===== config.mk =====
export PLATFORM = sky130hd
export DESIGN_NAME = alu_arb
export DESIGN_NICKNAME = d
export VERILOG_FILES = /design/src/rtl/alu_arb.sv
export SDC_FILE = /design/constraint.sdc
export NUM_CORES = 1
export LEC_CHECK = 0
export CAP_MARGIN = 25
export CELL_PAD_IN_SITES_DETAIL_PLACEMENT = 0
export CELL_PAD_IN_SITES_GLOBAL_PLACEMENT = 2
export CORE_ASPECT_RATIO = 1.2
export CORE_MARGIN = 2
export CORE_UTILIZATION = 24
export DETAILED_ROUTE_END_ITERATION = 8
export PLACE_DENSITY_LB_ADDON = 0.1
export SLEW_MARGIN = 20
export SYNTH_ARGS = -nofsm -noshare
export SYNTH_HDL_FRONTEND = slang
export SYNTH_SLANG_ARGS = --single-unit

===== constraint.sdc =====
create_clock -name clk -period 1.7 [get_ports clk]
set_input_delay 0.34 -clock clk [delete_from_list [all_inputs] [get_ports clk]]
set_output_delay 0.34 -clock clk [all_outputs]
set_load 0.005 [all_outputs]

===== src/rtl/alu_arb.sv =====
`timescale 1ns/1ps
// alu_arb: two-requester round-robin arbiter in front of a shared
// combinational ALU. An accepted operation goes IDLE -> EXEC -> RESP.
// The response is held in RESP until the consumer takes it.
// Optional feature: define ALU_ARB_STATS_EN to add the saturating
// per-requester grant counters gnt_cnt0 and gnt_cnt1.
module alu_arb (
  input  logic       clk,
  input  logic       rst_n,
  input  logic       req0_valid,
  input  logic       req1_valid,
  output logic       req0_ready,
  output logic       req1_ready,
  input  logic [3:0] req0_a,
  input  logic [3:0] req0_b,
  input  logic [3:0] req1_a,
  input  logic [3:0] req1_b,
  input  logic [2:0] req0_ctrl,
  input  logic [2:0] req1_ctrl,
  output logic [3:0] alu_a,
  output logic [3:0] alu_b,
  output logic [2:0] alu_ctrl,
  output logic       alu_go,
  input  logic [3:0] alu_res,
  input  logic       alu_car,
  input  logic       alu_of,
  output logic       rsp_valid,
  output logic       rsp_id,
  output logic [3:0] rsp_res,
  output logic       rsp_car,
  output logic       rsp_of,
`ifdef ALU_ARB_STATS_EN
  output logic [7:0] gnt_cnt0,
  output logic [7:0] gnt_cnt1,
`endif
  input  logic       rsp_ready
);

  typedef enum logic [1:0] {IDLE, EXEC, RESP} state_t;

  state_t state;
  state_t state_next;
  logic   rr_ptr;
  logic   owner;
  logic   grant0;
  logic   grant1;
  logic   grant_any;

  // A lone valid requester always wins; on contention rr_ptr decides.
  assign grant0    = req0_valid & (~req1_valid | ~rr_ptr);
  assign grant1    = req1_valid & (~req0_valid |  rr_ptr);
  assign grant_any = (state == IDLE) & (grant0 | grant1);

  // State register.
  always_ff @(posedge clk or negedge rst_n) begin
    if (!rst_n) begin
      state <= IDLE;
    end else begin
      state <= state_next;
    end
  end

  // Next-state logic; the grant cycle is always an IDLE cycle, so the
  // cycle that takes the response can never also grant.
  always_comb begin
    state_next = state;
    case (state)
      IDLE:    if (grant0 | grant1) state_next = EXEC;
      EXEC:    state_next = RESP;
      RESP:    if (rsp_ready) state_next = IDLE;
      default: state_next = IDLE;
    endcase
  end

  // Handshake outputs: ready only in IDLE for the granted requester.
  always_comb begin
    req0_ready = 1'b0;
    req1_ready = 1'b0;
    if (state == IDLE) begin
      req0_ready = grant0;
      req1_ready = grant1;
    end
  end

  // Priority pointer moves to the loser on every grant.
  always_ff @(posedge clk or negedge rst_n) begin
    if (!rst_n) begin
      rr_ptr <= 1'b0;
    end else if (grant_any) begin
      rr_ptr <= grant0;
    end
  end

  // Latch the winning operation; ALU operands keep their value afterwards.
  always_ff @(posedge clk or negedge rst_n) begin
    if (!rst_n) begin
      alu_a    <= 4'd0;
      alu_b    <= 4'd0;
      alu_ctrl <= 3'd0;
      owner    <= 1'b0;
    end else if (grant_any) begin
      alu_a    <= grant1 ? req1_a    : req0_a;
      alu_b    <= grant1 ? req1_b    : req0_b;
      alu_ctrl <= grant1 ? req1_ctrl : req0_ctrl;
      owner    <= grant1;
    end
  end

  // alu_go is high exactly for the EXEC cycle.
  always_ff @(posedge clk or negedge rst_n) begin
    if (!rst_n) begin
      alu_go <= 1'b0;
    end else begin
      alu_go <= grant_any;
    end
  end

  // Capture ALU results at the end of EXEC and hold them through RESP.
  always_ff @(posedge clk or negedge rst_n) begin
    if (!rst_n) begin
      rsp_valid <= 1'b0;
      rsp_id    <= 1'b0;
      rsp_res   <= 4'd0;
      rsp_car   <= 1'b0;
      rsp_of    <= 1'b0;
    end else if (state == EXEC) begin
      rsp_valid <= 1'b1;
      rsp_id    <= owner;
      rsp_res   <= alu_res;
      rsp_car   <= alu_car;
      rsp_of    <= alu_of;
    end else if ((state == RESP) && rsp_ready) begin
      rsp_valid <= 1'b0;
    end
  end

`ifdef ALU_ARB_STATS_EN
  // Saturating grant counters, one per requester.
  always_ff @(posedge clk or negedge rst_n) begin
    if (!rst_n) begin
      gnt_cnt0 <= 8'd0;
      gnt_cnt1 <= 8'd0;
    end else if (grant_any) begin
      if (grant0 && (gnt_cnt0 != 8'hff)) gnt_cnt0 <= gnt_cnt0 + 8'd1;
      if (grant1 && (gnt_cnt1 != 8'hff)) gnt_cnt1 <= gnt_cnt1 + 8'd1;
    end
  end
`endif

endmodule


==> flow_summary.toml, run 1 <==
[clocking]
cts_tree = "yes"
path_clk_slew_ns = 0.08
cts_htree_levels = 1
root_buffer = "clkbuf_8"
cts_hold_buf = 0
cts.sinks = 24
numCtsBuffers = 3
clkLatencyLatePin_ns = 0.26
clockBufferDepth = 2

[placement]
hpwlAfterDp_um = 2120
io_buffers = 54
placed_cell_area_um2 = 1710
place_congestion = 0.687

[critical_path]
setup.worst_path.end_class = "output port"
cpMaxStageDelayCell = "dfrtp_1"
rr_worst_depth = 4
crit_fanout = 3
worstReg2RegEnd = "alu_b[2]$_DFFE_PN0P_"
worstPathRequired_ns = 1.36
critPathArrivalTime_ns = 1.29
cpPeakStageDelay_ns = 0.41
reg2reg_slack_ns = 0.35
crit_chain = "nand2b_1 > and3_1 > dlygate4sd2_1"
timing.rr.start = "rr_ptr$_DFFE_PN0P_"
critPathLaunchType = "register"
crit_type = "reg -> out"

[logic_synthesis]
synthCells = 104
yosysWarningCount = 0
avgSynthCellArea_um2 = 10.4
synth_cell_types = 22
synth_area_um2 = 1080
synthesis.nets = 137
ys_ff_latch = 24
ys_seq_area_frac = 0.557

[min_path]
hold_class = "in -> async"

[global_route]
grt_pass1_wl_um = 4910
grt_max_degree = 25
grt_pass1_vias = 1041
overflow = 0
antenna_found_initial = 0
track_usage = 0.124

[timing]
tightest_slew_ns = 0.350
fmax_mhz = 615
tns_ns = 0
rsz0062_at_grt = "false"
hold_viol = 0
maxSlewHeadroom = 0.767
period_needed_ns = 1.63
finClkSkew_ns = 0.00298
setup_violations = 0
slew_violations = 0
period_share = 0.957

[pwr]
ir_drop_uv = 429
powerDensity_nw_per_um2 = 1520
p_leak_nw = 0.753

[floorplan]
die_w_um = 65.2
core_area_um2 = 4290
initial_core_util = 0.251
die-area_um2 = 5040
boundaryPins = 55
die_y_um = 77.4
num_rows = 26

[layout]
final_nets = 200
fin_area_um2 = 1780
n_fill_cell = 474
syn_to_final_growth_pct = 65.2
antennaDiodeCount = 0
final_util = 0.414
drive_above_1_share = 0.109

[drt]
postRouteAntennaNets = 0
routed_via_density = 4.56
post_drt_wl_per_cell_um = 13.6
drt_iter0_markers = 21
first_pass_iters = 3
drcViolationCount = 0
num_vias = 1008
finalWirelength_um = 3010

[status]
status = "complete, no violations"

[run]
max-cap-violations = 0
-- how the worst max path moves through the flow --
| stage | from | end | slack, ns | cells past startpoint |
|---|---|---|---|---|
| after floorplan | state[1]$_DFFE_PN0P_ | req0_ready | 0.55 | 2 |
| after global placement | req1_valid | req0_ready | -0.16 | 4 |
| final | rr_ptr$_DFFE_PN0P_ | req1_ready | 0.07 | 3 |
| after global routing | rr_ptr$_DFFE_PN0P_ | req1_ready | 0.0002 | 3 |
| after CTS | req0_valid | req1_ready | 0.003 | 4 |
| after detailed placement | req0_valid | req1_ready | -0.20 | 4 |
-- sequential cells by signal (all words and copies together) (netlist names) --
name and flops:
alu_a 4, alu_b 4, alu_ctrl 3, alu_go 1
owner 1, rr_ptr 1, rsp_car 1, rsp_id 1
rsp_of 1, rsp_res 4, rsp_valid 1, state 2
-- synth_stat cells --
| cell type | number | area share |
|---|---|---|
| and2_1 | 1 | 0.0058 |
| inv_1 | 3 | 0.010 |
| nor2b_1 | 1 | 0.0058 |
| nand2b_1 | 1 | 0.0058 |
| nor2_2 | 1 | 0.0058 |
| mux2_1 | 7 | 0.073 |
| nand3_1 | 11 | 0.051 |
| o21bai_1 | 1 | 0.0070 |
| a21o_1 | 1 | 0.0070 |
| buf_2 | 4 | 0.019 |
| o21ai_0 | 12 | 0.056 |
| a31oi_1 | 12 | 0.070 |
| nor2_1 | 2 | 0.0070 |
| clkbuf_1 | 3 | 0.010 |
| nand2_1 | 1 | 0.0035 |
| buf_6 | 1 | 0.010 |
| a21oi_1 | 13 | 0.060 |
| dfrtp_1 | 24 | 0.56 |
| and3_1 | 2 | 0.012 |
| or2_4 | 1 | 0.0081 |
| and2b_1 | 1 | 0.0070 |
| and2_4 | 1 | 0.0081 |
-- placed cells by master (no fill, tap or decap), types with 2 or more instances in the layout --
cell,n
clkdlybuf4s50_1,50
dfrtp_1,24
a21oi_1,13
o21ai_0,12
a31oi_1,12
buf_4,12
nand3_1,11
mux2_1,7
inv_1,3
clkbuf_8,3
and3_1,2
nor2_1,2
dlymetal6s2s_1,2
dlygate4sd2_1,2
-- power by group --
group	switching, mW	internal [mW]
clock	0.173	0.158
sequential	0.157	0.863
combinational	0.527	0.821
total	0.857	1.84
-- logic make-up after synthesis --
logic type,share of synthesized area
flip-flops,0.557
buffers and inverters,0.0499
AO/OA/AOI/OAI,0.200
AND/OR/NAND/NOR,0.120
multiplexers,0.0732
-- metrics by stage --
step           cells  hold slack [ns]  power (mW)  worst slack, ns
3_5_place_dp     215            0.476        2.37           -0.196
3_3_place_gp     215            0.466        2.35           -0.161
6_report         221            0.435        2.70           0.0739
5_1_grt          221            0.476        2.92         0.000164
2_1_floorplan    104           0.0444        1.61            0.549
4_1_cts          220            0.445        2.73          0.00299
-- area by class of cell --
cell class | count | area [um2] | area share
clock buffer | 3 | 41.3 | 0.0232
inverter | 3 | 11.3 | 0.00633
multi-input combinational | 69 | 423 | 0.238
sequential | 24 | 601 | 0.338
tap | 56 | 70.1 | 0.0394
timing repair buffer | 66 | 633 | 0.356
-- timing repair --
item | CTS | global route
buffers inserted | 2 | 1
gates resized for setup | 2 | 2
setup endpoints to repair | 2 | 2
pin swaps | 1 | 0
-- layer usage --
layer / GRT usage / share of wire / wire length [um]
met1: 0.151 / 0.42 / 1270
met2: 0.216 / 0.51 / 1530
met3: 0.0203 / 0.056 / 170
met4: 0.0458 / 0.015 / 46
met5: 0 / 0 / 0
-- worst max-delay path: cells and delay by family (launching register included) --
family / cells / cell delay (ns)
DFF: 1 / 0.41
and+or+nand+nor: 2 / 0.36
buffers and inverters: 1 / 0.26
(Power assumes the default switching activity.)
==> run 2: changes to the inputs <==
- MAX_ROUTING_LAYER: not set -> met4
- PLACE_DENSITY: not set -> 0.88
- PLACE_DENSITY_LB_ADDON: 0.1 -> not set
==> run 2 against run 1 <==
  * Setup slack worse by 0.0062 ns
  * Sequential share of layout area is 0.49 points lower
  * Core utilization is 0.70 points higher
  * Total power is 3.9% higher
  * First-iteration DRC count is 57% higher
  * Critical path depth stayed put
  * Worst hold slack worse by 0.012 ns
  * Sequential power hardly changed
  * Critical endpoint unchanged
  * Largest cell class unchanged
==> flow_summary.toml, run 2 (synthesized netlist as in run 1, its figures left out) <==
[placement]
hpwlAfterDp_um = 2290
place_congestion = 0.700
placed_cell_area_um2 = 1730
io_buffers = 54

[timing]
rsz0062_at_grt = "false"
period_needed_ns = 1.63
hold_viol = 0
fmax_mhz = 613
finClkSkew_ns = 0.00719
slew_violations = 0
period_share = 0.960
tightest_slew_ns = 0.313
holdWs_ns = 0.424
maxSlewHeadroom = 0.791
setup_violations = 0

[clocking]
path_clk_slew_ns = 0.08
clkLatencyLatePin_ns = 0.26
clockBufferDepth = 2
cts_tree = "yes"
numCtsBuffers = 3
cts_hold_buf = 0
cts_htree_levels = 1
cts.sinks = 24
root_buffer = "clkbuf_8"

[layout]
drive_above_1_share = 0.121
reg_top3 = "alu_a (4), alu_b (4), rsp_res (4)"
layout_common_cells = "clkdlybuf4s50_1, dfrtp_1, a21oi_1"
antennaDiodeCount = 0
final_common_cell = "clkdlybuf4s50_1"
final_nets = 199
syn_to_final_growth_pct = 67.9
fin_area_um2 = 1810

[critical_path]
crit_fanout = 5
timing.rr.start = "state[1]$_DFFE_PN0P_"
cpMaxStageDelayCell = "dfrtp_1"
worstPathRequired_ns = 1.36
crit_buf_inv = 1
cpPeakStageDelay_ns = 0.42
critPathArrivalTime_ns = 1.29
rr_worst_depth = 4
worstReg2RegEnd = "rsp_res[3]$_DFFE_PN0P_"
crit_chain = "nand2b_1 > and3_1 > dlygate4sd2_1"
crit_type = "reg -> out"
setup.worst_path.end_class = "output port"
reg2reg_slack_ns = 0.32
cp_top_family = "flip-flops"
critPathLaunchType = "register"

[global_route]
antenna_found_initial = 0
grt_pass1_vias = 1054
overflow = 0
grt_max_degree = 25
track_usage = 0.131
grt_pass1_wl_um = 5000

[status]
status = "complete, no violations"

[floorplan]
num_rows = 26
initial_core_util = 0.251
core_area_um2 = 4290
die_y_um = 77.4
die_w_um = 65.2
boundaryPins = 55
die-area_um2 = 5040

[drt]
post_drt_wl_per_cell_um = 13.7
routed_via_density = 4.64
drt_iter0_markers = 33
drcViolationCount = 0
first_pass_iters = 5
postRouteAntennaNets = 0
num_vias = 1026
finalWirelength_um = 3040

[pwr]
powerDensity_nw_per_um2 = 1550
p_leak_nw = 0.764
ir_drop_uv = 444

[run]
max-cap-violations = 0

[min_path]
hold_class = "in -> async"
## run 2: area by class of cell
type / count / area (um2)
Clock buffer: 4 / 55.1
Tap cell: 56 / 70.1
Timing Repair Buffer: 65 / 638
Fill cell: 440 / 2480
Sequential cell: 24 / 602
Inverter: 3 / 11.3
Multi-Input combinational cell: 69 / 433
## run 2: power breakdown
part	switching, mW	internal (mW)
sequential	0.169	0.865
clock	0.173	0.206
combinational	0.536	0.854
## run 2: repair_timing
item	4_1_cts	5_1_grt
buffers inserted	1	1
gates resized for setup	2	5
pin swaps	1	1
setup endpoints to repair	2	2
## run 2: worst max-delay path by stage
stage                         startpoint         end  slack (ns)  cells past startpoint
global placement              req1_valid  req0_ready       -0.17                      4
CTS                 state[1]$_DFFE_PN0P_  req0_ready       -0.19                      3
finish                rr_ptr$_DFFE_PN0P_  req1_ready        0.07                      3
detailed placement            req1_valid  req0_ready       -0.19                      4
floorplan           state[1]$_DFFE_PN0P_  req0_ready        0.55                      2
global route          rr_ptr$_DFFE_PN0P_  req1_ready       0.009                      3
## run 2: through the flow
stage	utilization	power [mW]	setup TNS (ns)	setup slack, ns	cells
finish	0.421	2.80	0	0.0677	221
global route	0.421	3.03	0	0.00921	221
CTS	0.416	2.80	-0.190	-0.190	220
detailed placement	0.402	2.42	-1.02	-0.193	215
global placement	0.402	2.37	-0.589	-0.166	215
floorplan	-	1.61	0	0.549	104
## run 2: layer usage
layer | vias up | global-route usage | share of wire
met5 | - | - | 0
met4 | 0 | 0.0417 | 0.0086
met3 | 4 | 0.0290 | 0.066
met2 | 48 | 0.228 | 0.52
met1 | 478 | 0.148 | 0.41
li1 | 496 | - | -
## run 2: worst reg2reg max path: stages (launching register included)
cell,delay [ns]
dfrtp_2,0.44
buf_4,0.14
nor2b_1,0.14
buf_4,0.19
mux2_1,0.34
